$ cat config.mk
export PLATFORM = sky130hd
export DESIGN_NAME = alu_arbiter_flat
export DESIGN_NICKNAME = d
export VERILOG_FILES = /design/src/rtl/alu_arbiter_if.sv /design/src/rtl/alu_arbiter.sv /design/src/flat_wrapper.sv
export SDC_FILE = /design/constraint.sdc
export NUM_CORES = 1
export LEC_CHECK = 0
export CAP_MARGIN = 10
export CORE_ASPECT_RATIO = 1.1
export CORE_MARGIN = 10
export CORE_UTILIZATION = 37
export DETAILED_ROUTE_END_ITERATION = 6
export PLACE_DENSITY = 0.81
export SLEW_MARGIN = 10
export SYNTH_ARGS = -nofsm -noshare
export SYNTH_HDL_FRONTEND = slang
export SYNTH_SLANG_ARGS = --single-unit
export TNS_END_PERCENT = 20
$ cat constraint.sdc
create_clock -name clk -period 2.7 [get_ports clk]
set_clock_uncertainty 0.1 [all_clocks]
set_input_delay 0.81 -clock clk [delete_from_list [all_inputs] [get_ports clk]]
set_output_delay 0.81 -clock clk [all_outputs]
set_load 0.02 [all_outputs]
$ cat src/rtl/alu_arbiter_if.sv
// rtl/alu_arbiter_if.sv - request/response channels for two ALU clients plus the shared ALU port
interface alu_arbiter_if #(
   parameter int WIDTH = 32,
   parameter int SEL_W = 4
);
   logic             req0_valid;
   logic             req0_ready;
   logic [WIDTH-1:0] req0_a;
   logic [WIDTH-1:0] req0_b;
   logic [SEL_W-1:0] req0_sel;
   logic             req1_valid;
   logic             req1_ready;
   logic [WIDTH-1:0] req1_a;
   logic [WIDTH-1:0] req1_b;
   logic [SEL_W-1:0] req1_sel;

   logic             rsp0_valid;
   logic             rsp0_ready;
   logic [WIDTH-1:0] rsp0_data;
   logic             rsp0_carry;
   logic             rsp1_valid;
   logic             rsp1_ready;
   logic [WIDTH-1:0] rsp1_data;
   logic             rsp1_carry;

   logic [WIDTH-1:0] alu_a;
   logic [WIDTH-1:0] alu_b;
   logic [SEL_W-1:0] alu_sel;
   logic [WIDTH-1:0] alu_out;
   logic             alu_carry;

   logic             busy;
   logic             grant_id;

   modport master (
      output req0_valid, req0_a, req0_b, req0_sel,
      output req1_valid, req1_a, req1_b, req1_sel,
      output rsp0_ready, rsp1_ready, alu_out, alu_carry,
      input  req0_ready, req1_ready,
      input  rsp0_valid, rsp0_data, rsp0_carry,
      input  rsp1_valid, rsp1_data, rsp1_carry,
      input  alu_a, alu_b, alu_sel, busy, grant_id
   );

   modport slave (
      input  req0_valid, req0_a, req0_b, req0_sel,
      input  req1_valid, req1_a, req1_b, req1_sel,
      input  rsp0_ready, rsp1_ready, alu_out, alu_carry,
      output req0_ready, req1_ready,
      output rsp0_valid, rsp0_data, rsp0_carry,
      output rsp1_valid, rsp1_data, rsp1_carry,
      output alu_a, alu_b, alu_sel, busy, grant_id
   );
endinterface

$ cat src/rtl/alu_arbiter.sv
// rtl/alu_arbiter.sv - round-robin sharing of one combinational ALU between two requesters
// One op in flight: accept, one EXEC cycle on registered operands, then hold the result until taken.
module alu_arbiter #(
   parameter int WIDTH = 32,
   parameter int SEL_W = 4
) (
   input logic          clk,
   input logic          rst,
   alu_arbiter_if.slave bus
);
   typedef enum logic [1:0] {
      IDLE = 2'd0,
      EXEC = 2'd1,
      RESP = 2'd2
   } state_t;

   state_t           state;
   state_t           state_nxt;
   logic             last_grant;
   logic             grant_q;
   logic [WIDTH-1:0] a_q;
   logic [WIDTH-1:0] b_q;
   logic [SEL_W-1:0] sel_q;
   logic [WIDTH-1:0] data_q;
   logic             carry_q;
   logic             rdy0;
   logic             rdy1;
   logic             acc0;
   logic             acc1;
   logic             rsp_done;

   always_comb begin
      state_nxt = state;
      rdy0      = 1'b0;
      rdy1      = 1'b0;
      acc0      = 1'b0;
      acc1      = 1'b0;
      rsp_done  = 1'b0;
      case (state)
         IDLE: begin
            // Under contention the side that did not win last time goes first.
            rdy0 = !rst && (!bus.req1_valid || (bus.req0_valid && last_grant));
            rdy1 = !rst && bus.req1_valid && (!bus.req0_valid || !last_grant);
            acc0 = rdy0 && bus.req0_valid;
            acc1 = rdy1;
            if (acc0 || acc1) begin
               state_nxt = EXEC;
            end
         end
         EXEC: begin
            state_nxt = RESP;
         end
         RESP: begin
            rsp_done = grant_q ? bus.rsp1_ready : bus.rsp0_ready;
            if (rsp_done) begin
               state_nxt = IDLE;
            end
         end
         default: begin
            state_nxt = IDLE;
         end
      endcase
   end

   always_ff @(posedge clk) begin
      if (rst) begin
         state      <= IDLE;
         last_grant <= 1'b1;
         grant_q    <= 1'b0;
         a_q        <= '0;
         b_q        <= '0;
         sel_q      <= '0;
         data_q     <= '0;
         carry_q    <= 1'b0;
      end else begin
         state <= state_nxt;
         if (acc0 || acc1) begin
            grant_q <= acc1;
            a_q     <= acc1 ? bus.req1_a : bus.req0_a;
            b_q     <= acc1 ? bus.req1_b : bus.req0_b;
            sel_q   <= acc1 ? bus.req1_sel : bus.req0_sel;
         end
         if (state == EXEC) begin
            data_q  <= bus.alu_out;
            carry_q <= bus.alu_carry;
         end
         if (rsp_done) begin
            last_grant <= grant_q;
         end
      end
   end

   assign bus.req0_ready = rdy0;
   assign bus.req1_ready = rdy1;
   assign bus.rsp0_valid = (state == RESP) && !grant_q;
   assign bus.rsp1_valid = (state == RESP) && grant_q;
   assign bus.rsp0_data  = data_q;
   assign bus.rsp1_data  = data_q;
   assign bus.rsp0_carry = carry_q;
   assign bus.rsp1_carry = carry_q;
   assign bus.alu_a      = a_q;
   assign bus.alu_b      = b_q;
   assign bus.alu_sel    = sel_q;
   assign bus.busy       = (state != IDLE);
   assign bus.grant_id   = grant_q;
endmodule
$ cat src/flat_wrapper.sv
// flat-port wrapper written by rule: the top's interface ports become plain ports
module alu_arbiter_flat 
#(
   parameter int WIDTH = 32,
   parameter int SEL_W = 4
)
  (clk, rst, bus_req0_valid, bus_req0_a, bus_req0_b, bus_req0_sel, bus_req1_valid, bus_req1_a, bus_req1_b, bus_req1_sel, bus_rsp0_ready, bus_rsp1_ready, bus_alu_out, bus_alu_carry, bus_req0_ready, bus_req1_ready, bus_rsp0_valid, bus_rsp0_data, bus_rsp0_carry, bus_rsp1_valid, bus_rsp1_data, bus_rsp1_carry, bus_alu_a, bus_alu_b, bus_alu_sel, bus_busy, bus_grant_id);
  alu_arbiter_if #(.WIDTH(WIDTH), .SEL_W(SEL_W)) bus_i ();
  input logic clk;
  input logic rst;
  input wire logic [$bits(bus_i.req0_valid)-1:0] bus_req0_valid;
  input wire logic [$bits(bus_i.req0_a)-1:0] bus_req0_a;
  input wire logic [$bits(bus_i.req0_b)-1:0] bus_req0_b;
  input wire logic [$bits(bus_i.req0_sel)-1:0] bus_req0_sel;
  input wire logic [$bits(bus_i.req1_valid)-1:0] bus_req1_valid;
  input wire logic [$bits(bus_i.req1_a)-1:0] bus_req1_a;
  input wire logic [$bits(bus_i.req1_b)-1:0] bus_req1_b;
  input wire logic [$bits(bus_i.req1_sel)-1:0] bus_req1_sel;
  input wire logic [$bits(bus_i.rsp0_ready)-1:0] bus_rsp0_ready;
  input wire logic [$bits(bus_i.rsp1_ready)-1:0] bus_rsp1_ready;
  input wire logic [$bits(bus_i.alu_out)-1:0] bus_alu_out;
  input wire logic [$bits(bus_i.alu_carry)-1:0] bus_alu_carry;
  output wire logic [$bits(bus_i.req0_ready)-1:0] bus_req0_ready;
  output wire logic [$bits(bus_i.req1_ready)-1:0] bus_req1_ready;
  output wire logic [$bits(bus_i.rsp0_valid)-1:0] bus_rsp0_valid;
  output wire logic [$bits(bus_i.rsp0_data)-1:0] bus_rsp0_data;
  output wire logic [$bits(bus_i.rsp0_carry)-1:0] bus_rsp0_carry;
  output wire logic [$bits(bus_i.rsp1_valid)-1:0] bus_rsp1_valid;
  output wire logic [$bits(bus_i.rsp1_data)-1:0] bus_rsp1_data;
  output wire logic [$bits(bus_i.rsp1_carry)-1:0] bus_rsp1_carry;
  output wire logic [$bits(bus_i.alu_a)-1:0] bus_alu_a;
  output wire logic [$bits(bus_i.alu_b)-1:0] bus_alu_b;
  output wire logic [$bits(bus_i.alu_sel)-1:0] bus_alu_sel;
  output wire logic [$bits(bus_i.busy)-1:0] bus_busy;
  output wire logic [$bits(bus_i.grant_id)-1:0] bus_grant_id;
  assign bus_i.req0_valid = bus_req0_valid;
  assign bus_i.req0_a = bus_req0_a;
  assign bus_i.req0_b = bus_req0_b;
  assign bus_i.req0_sel = bus_req0_sel;
  assign bus_i.req1_valid = bus_req1_valid;
  assign bus_i.req1_a = bus_req1_a;
  assign bus_i.req1_b = bus_req1_b;
  assign bus_i.req1_sel = bus_req1_sel;
  assign bus_i.rsp0_ready = bus_rsp0_ready;
  assign bus_i.rsp1_ready = bus_rsp1_ready;
  assign bus_i.alu_out = bus_alu_out;
  assign bus_i.alu_carry = bus_alu_carry;
  assign bus_req0_ready = bus_i.req0_ready;
  assign bus_req1_ready = bus_i.req1_ready;
  assign bus_rsp0_valid = bus_i.rsp0_valid;
  assign bus_rsp0_data = bus_i.rsp0_data;
  assign bus_rsp0_carry = bus_i.rsp0_carry;
  assign bus_rsp1_valid = bus_i.rsp1_valid;
  assign bus_rsp1_data = bus_i.rsp1_data;
  assign bus_rsp1_carry = bus_i.rsp1_carry;
  assign bus_alu_a = bus_i.alu_a;
  assign bus_alu_b = bus_i.alu_b;
  assign bus_alu_sel = bus_i.alu_sel;
  assign bus_busy = bus_i.busy;
  assign bus_grant_id = bus_i.grant_id;
  alu_arbiter #(.WIDTH(WIDTH), .SEL_W(SEL_W)) u_core (.clk(clk), .rst(rst), .bus(bus_i));
endmodule
# Yosys cells after proc, flatten, opt, wreduce, memory -nomap -nowiden
# Cells that the tools add are included.
# classes
n_eq_ne	4
mux	11
reduce_logical	19
# op_table
operator	count
32-bit 2-to-1 mux	2
1-bit logical AND	7
2-bit one-hot mux with 3 select lines	1
1-bit zero test	5
1-bit 2-to-1 mux	5
1-bit logical OR	4
2-bit 2-to-1 mux	2
4-bit 2-to-1 mux	1
2-bit by 1-bit != test with 1-bit output (second input constant)	2
2-bit by 1-bit equality test with 1-bit output (second input constant)	1
2-bit equality test (second input constant)	1
2-bit zero test	1
2-bit AND reduction	1
2-bit nonzero test	1
# word_totals
reg_bits	105
inputBits	175
out_inout_bits	140
wordCells	42

# Logic depth before layout (Yosys ltp)
# depth
ltp_word	7
mapped_depth	6
depth_no_buf	4

# Least setup slack after synthesis
# OpenSTA, ideal clock, no wires.
# synth_timing
path_type	input-to-output
start	input bus_req1_valid
end	output bus_req1_ready
t_arrival_ns	1.814
required_time_ns	1.790
setup_slack_ns	-0.024
cell_stages	4
n_path_buf	2
path_cell_list	a21bo_1 -> clkbuf_1 -> buf_2 -> nor3_1
# synth_via
elab_chain_len	3
# synth_rtl
element	line	text
from (decl)	flat_wrapper.sv:15	input wire logic [$bits(bus_i.req1_valid)-1:0] bus_req1_valid;
1-bit logical AND (2 in a row)	alu_arbiter.sv:43	rdy1 = !rst && bus.req1_valid && (!bus.req0_valid || !last_grant);
1-bit 2-to-1 mux	alu_arbiter.sv:39	case (state)
to (decl)	flat_wrapper.sv:24	output wire logic [$bits(bus_i.req1_ready)-1:0] bus_req1_ready;
# No other way between the ends.

# Worst setup path in the final report
# layout_timing
start	input bus_req0_valid
end	output bus_req1_ready
# layout_via
elab_chain_len	4
# layout_rtl
element	line	text
from (decl)	flat_wrapper.sv:11	input wire logic [$bits(bus_i.req0_valid)-1:0] bus_req0_valid;
1-bit zero test	alu_arbiter.sv:43	
1-bit logical OR	alu_arbiter.sv:43	
1-bit logical AND	alu_arbiter.sv:43	
1-bit 2-to-1 mux	alu_arbiter.sv:39	
# No other way between the ends.

==> flow_results.xml <==
<?xml version="1.0" encoding="UTF-8"?>
<metrics>
  <group name="job">
    <metric name="drv_cap" unit="">0</metric>
  </group>
  <group name="global_routing">
    <metric name="overall_track_demand_over_capacity_in_global_routing" unit="%">20.0</metric>
    <metric name="grt_start_max_net_pins" unit="">69</metric>
    <metric name="antenna_violations_before_repair" unit="">0</metric>
    <metric name="grt_pass1_wl" unit="µm">28400</metric>
    <metric name="gr_ovfl_total" unit="">0</metric>
    <metric name="number_of_global_route_vias_before_repair" unit="">4891</metric>
  </group>
  <group name="timing">
    <metric name="timing_hold_violations_final" unit="">0</metric>
    <metric name="setup_ws" unit="ns">0.0939</metric>
    <metric name="hold-worst-slack" unit="ns">0.355</metric>
    <metric name="final.period_utilization" unit="%">96.5</metric>
    <metric name="timing.max_slew.rel_slack" unit="%">47.1</metric>
    <metric name="timing.final.max_slew_violations" unit="">0</metric>
    <metric name="worst-slew-pin-transition" unit="ns">0.793</metric>
    <metric name="grt_setup_unrepaired" unit="">no</metric>
    <metric name="fmax_achieved" unit="GHz">0.384</metric>
    <metric name="setup-violations-final" unit="">0</metric>
    <metric name="final.setup.tns" unit="ns">0</metric>
    <metric name="timing.final.crit_period" unit="ns">2.61</metric>
  </group>
  <group name="logic_synthesis">
    <metric name="postSynth.topFlopCell" unit="">sky130_fd_sc_hd__dfxtp_1</metric>
    <metric name="synth_fp_nets" unit="">759</metric>
    <metric name="postSynthAreaPerCell" unit="µm²">8.33</metric>
    <metric name="mappedNetlistArea" unit="mm²">0.00486</metric>
    <metric name="synth_cell_type_count" unit="">25</metric>
    <metric name="seq_area_frac_synth" unit="%">43.2</metric>
    <metric name="synth-seq-cells" unit="">105</metric>
    <metric name="ys_async_sr_fraction" unit="%">0</metric>
    <metric name="netlist_instances" unit="">584</metric>
    <metric name="yosys_warnings" unit="">0</metric>
    <metric name="number_of_synthesized_flops_with_an_enable_pin" unit="">0</metric>
  </group>
  <group name="clocking">
    <metric name="ctsHoldBuffers" unit="">0</metric>
    <metric name="cts_tree" unit="">built</metric>
    <metric name="clock_tree.root_cell" unit="">sky130_fd_sc_hd__clkbuf_16</metric>
    <metric name="clk_path_buf_depth" unit="">2</metric>
    <metric name="number_of_buffers_inserted_by_post_cts_setup_repair" unit="">0</metric>
    <metric name="insertion_delay" unit="ns">0.34</metric>
    <metric name="cts_htree_levels" unit="">3</metric>
    <metric name="numCtsBuffers" unit="">9</metric>
    <metric name="cts.reportedPaths.clkPinSlew" unit="ns">0.06</metric>
    <metric name="clock_sinks" unit="">105</metric>
  </group>
  <group name="worst_setup_path">
    <metric name="startpoint_type" unit="">input pin</metric>
    <metric name="required" unit="ns">1.79</metric>
    <metric name="worst-path-max-fanout" unit="">3</metric>
    <metric name="r2r_cells" unit="">4</metric>
    <metric name="end_kind" unit="">primary output</metric>
    <metric name="crit-reg2reg-capture" unit="">u_core.bus.alu_a[8]$_SDFFE_PP0P_</metric>
    <metric name="crit_type" unit="">input pin to primary output</metric>
    <metric name="timing.reg2reg.setup_slack" unit="ns">0.85</metric>
    <metric name="cp.arrival" unit="ns">1.70</metric>
    <metric name="critical_path.reg2reg.startpoint" unit="">u_core.last_grant$_SDFFE_PP1P_</metric>
  </group>
  <group name="floorplanning">
    <metric name="fp.dieW" unit="µm">129</metric>
    <metric name="fp.coreArea" unit="mm²">0.0128</metric>
    <metric name="row_count" unit="">43</metric>
    <metric name="boundaryPins" unit="">315</metric>
    <metric name="initial_core_util" unit="%">38.2</metric>
    <metric name="die_height" unit="µm">140</metric>
    <metric name="design.die.area" unit="mm²">0.0181</metric>
  </group>
  <group name="finish">
    <metric name="finish.utilization" unit="%">64.4</metric>
    <metric name="final_net_count" unit="">1014</metric>
    <metric name="finalNonFillerCells" unit="">1000</metric>
    <metric name="area.growth.synth_to_final" unit="%">68.8</metric>
    <metric name="ratio_of_cells_with_drive_above_1_in_the_final_layout" unit="%">8.19</metric>
    <metric name="design_area_final" unit="mm²">0.00821</metric>
    <metric name="n_antenna_cell" unit="">0</metric>
  </group>
  <group name="pwr">
    <metric name="leakage" unit="nW">3.01</metric>
    <metric name="power.density_cell_area" unit="mW/mm²">569</metric>
    <metric name="peakVddDrop" unit="mV">0.382</metric>
    <metric name="fin_total_pwr" unit="mW">4.68</metric>
  </group>
  <group name="detailed_routing">
    <metric name="drc_marker_count_from_the_first_detailed_route_iteration" unit="">282</metric>
    <metric name="route.vias.total" unit="">5030</metric>
    <metric name="drt_pass1_iterations" unit="">6</metric>
    <metric name="drt-vias-per-instance" unit="">5.03</metric>
    <metric name="drtAntennaViolNets" unit="">0</metric>
    <metric name="drt_wl_total" unit="µm">19300</metric>
    <metric name="post-route-drc-count" unit="">0</metric>
    <metric name="drt-wirelength-per-cell" unit="µm">19.3</metric>
  </group>
  <group name="placement">
    <metric name="detailed_place.area" unit="mm²">0.00787</metric>
    <metric name="routabilityCongestion" unit="">0.825</metric>
    <metric name="place.detailed.instances" unit="">985</metric>
    <metric name="detailed_place_hpwl" unit="µm">14800</metric>
    <metric name="placement.io_buffers" unit="">314</metric>
    <metric name="dpl_worst_slack" unit="ns">-0.654</metric>
  </group>
  <group name="hold_path">
    <metric name="worstHoldStart" unit="">u_core.bus.alu_a[4]$_SDFFE_PP0P_</metric>
    <metric name="timing.hold.worst_endpoint" unit="">u_core.bus.alu_a[4]$_SDFFE_PP0P_</metric>
    <metric name="worst_hold_path_type" unit="">register to register</metric>
    <metric name="whs_path_cells" unit="">2</metric>
  </group>
  <group name="outcome">
    <metric name="outcome" unit="">complete, no violations</metric>
  </group>
</metrics>
==> layer usage <==
layer	part of all wire, %	vias to the layer above	track usage, %	wire (µm)
li1	-	2459	-	-
met1	36	2319	20.8	6900
met2	48	237	33.7	9240
met3	15	15	11.0	2870
met4	1.3	0	5.81	249
met5	0	-	0	0
==> cell families (layout without fill, tap and decap cells) <==
logic type      after synthesis  after routing  synth area share, %
flops                       105            105                 43.2
mux                           1              1                0.206
compound gates              188            188                 30.1
buf+inv                     154            413                 15.3
simple gates                136            136                 11.2
==> power by group <==
group / switching [mW] / internal (mW) / leakage, nW
clock network: 0.575 / 0.885 / 0.162
logic: 0.714 / 0.715 / 1.98
registers: 0.0897 / 1.70 / 0.864
total: 1.38 / 3.30 / 3.01
==> cell usage after synthesis, types with 3 or more instances <==
cell	number	area (µm²)
sky130_fd_sc_hd__clkbuf_1	30	113
sky130_fd_sc_hd__buf_4	34	255
sky130_fd_sc_hd__nor2_1	59	221
sky130_fd_sc_hd__o211ai_1	11	82.6
sky130_fd_sc_hd__a21oi_1	104	521
sky130_fd_sc_hd__o32ai_1	38	333
sky130_fd_sc_hd__buf_6	3	33.8
sky130_fd_sc_hd__nand2_1	67	251
sky130_fd_sc_hd__buf_2	13	65.1
sky130_fd_sc_hd__buf_1	3	11.3
sky130_fd_sc_hd__inv_1	71	267
sky130_fd_sc_hd__o32ai_2	30	488
sky130_fd_sc_hd__dfxtp_1	105	2100
==> worst max-delay path: stages <==
cell and delay [ns]:
sky130_fd_sc_hd__dlygate4sd2_1 0.29, sky130_fd_sc_hd__a21bo_4 0.25, sky130_fd_sc_hd__nor3_4 0.20, sky130_fd_sc_hd__buf_6 0.15
==> how the worst max path moves through the flow <==
| stage | start | end | cells past startpoint |
|---|---|---|---|
| global route | bus_req0_valid | bus_req1_ready | 4 |
| global placement | bus_req1_valid | bus_req1_ready | 4 |
| finish | bus_req0_valid | bus_req1_ready | 4 |
| floorplan | bus_req1_valid | bus_req0_ready | 4 |
| CTS | u_core.state[0]$_SDFFE_PP0P_ | bus_busy | 3 |
| detailed placement | bus_req1_valid | bus_req1_ready | 4 |
==> area by class of cell <==
| cell class | count | area [µm²] |
|---|---|---|
| repair buffers | 327 | 3260 |
| inverters | 71 | 267 |
| well taps | 157 | 196 |
| fillers | 1062 | 4540 |
| flip-flops and latches | 105 | 2100 |
| multi-input cells | 325 | 2060 |
| clock buffers | 13 | 270 |
| clock inverters | 2 | 60.1 |
==> state kept, by name, summed over array words and instances, names as in the netlist <==
register,cells
u_core.bus.alu_a,32
u_core.bus.alu_b,32
u_core.bus.alu_sel,4
u_core.bus.grant_id,1
u_core.bus.rsp0_carry,1
u_core.bus.rsp0_data,32
u_core.last_grant,1
u_core.state,2
==> placed cells by master (no fill, tap or decap) <==
master                            synthesis  final
sky130_fd_sc_hd__buf_6                    3      1
sky130_fd_sc_hd__dfxtp_1                105    104
sky130_fd_sc_hd__nand2_2                  0      1
sky130_fd_sc_hd__clkbuf_1                30      1
sky130_fd_sc_hd__buf_12                   0      2
sky130_fd_sc_hd__clkbuf_8                 0      3
sky130_fd_sc_hd__o32ai_1                 38     38
sky130_fd_sc_hd__dlymetal6s2s_1           0      2
sky130_fd_sc_hd__nor2_1                  59     59
sky130_fd_sc_hd__nand2b_1                 1      1
sky130_fd_sc_hd__bufinv_16                0      2
sky130_fd_sc_hd__clkbuf_16                0      9
sky130_fd_sc_hd__dlygate4sd2_1            0      3
sky130_fd_sc_hd__nor2b_2                  0      2
sky130_fd_sc_hd__a21boi_4                 0      1
sky130_fd_sc_hd__clkdlybuf4s50_1          0    306
sky130_fd_sc_hd__nor3_4                   1      2
sky130_fd_sc_hd__a21o_2                   0      1
sky130_fd_sc_hd__buf_4                   34     11
sky130_fd_sc_hd__o211ai_1                11     11
sky130_fd_sc_hd__a21bo_4                  0      1
sky130_fd_sc_hd__buf_2                   13      2
sky130_fd_sc_hd__nor3_1                   2      1
sky130_fd_sc_hd__and2_1                   2      2
sky130_fd_sc_hd__dfxtp_2                  0      1
sky130_fd_sc_hd__or2_1                    1      1
sky130_fd_sc_hd__o32ai_2                 30     30
sky130_fd_sc_hd__mux2i_1                  1      1
sky130_fd_sc_hd__o21bai_1                 2      2
sky130_fd_sc_hd__inv_1                   71     71
sky130_fd_sc_hd__a21oi_1                104    104
sky130_fd_sc_hd__nand3b_1                 1      1
sky130_fd_sc_hd__nand2_1                 67     66
==> what timing repair did <==
action | CTS | global route
hold endpoints to repair | 0 | 0
gates resized for setup | 19 | 2
pin swaps | 1 | 0
endpoints found under the setup margin | 4 | 2
Note: power is estimated with default switching activity, not from simulation.
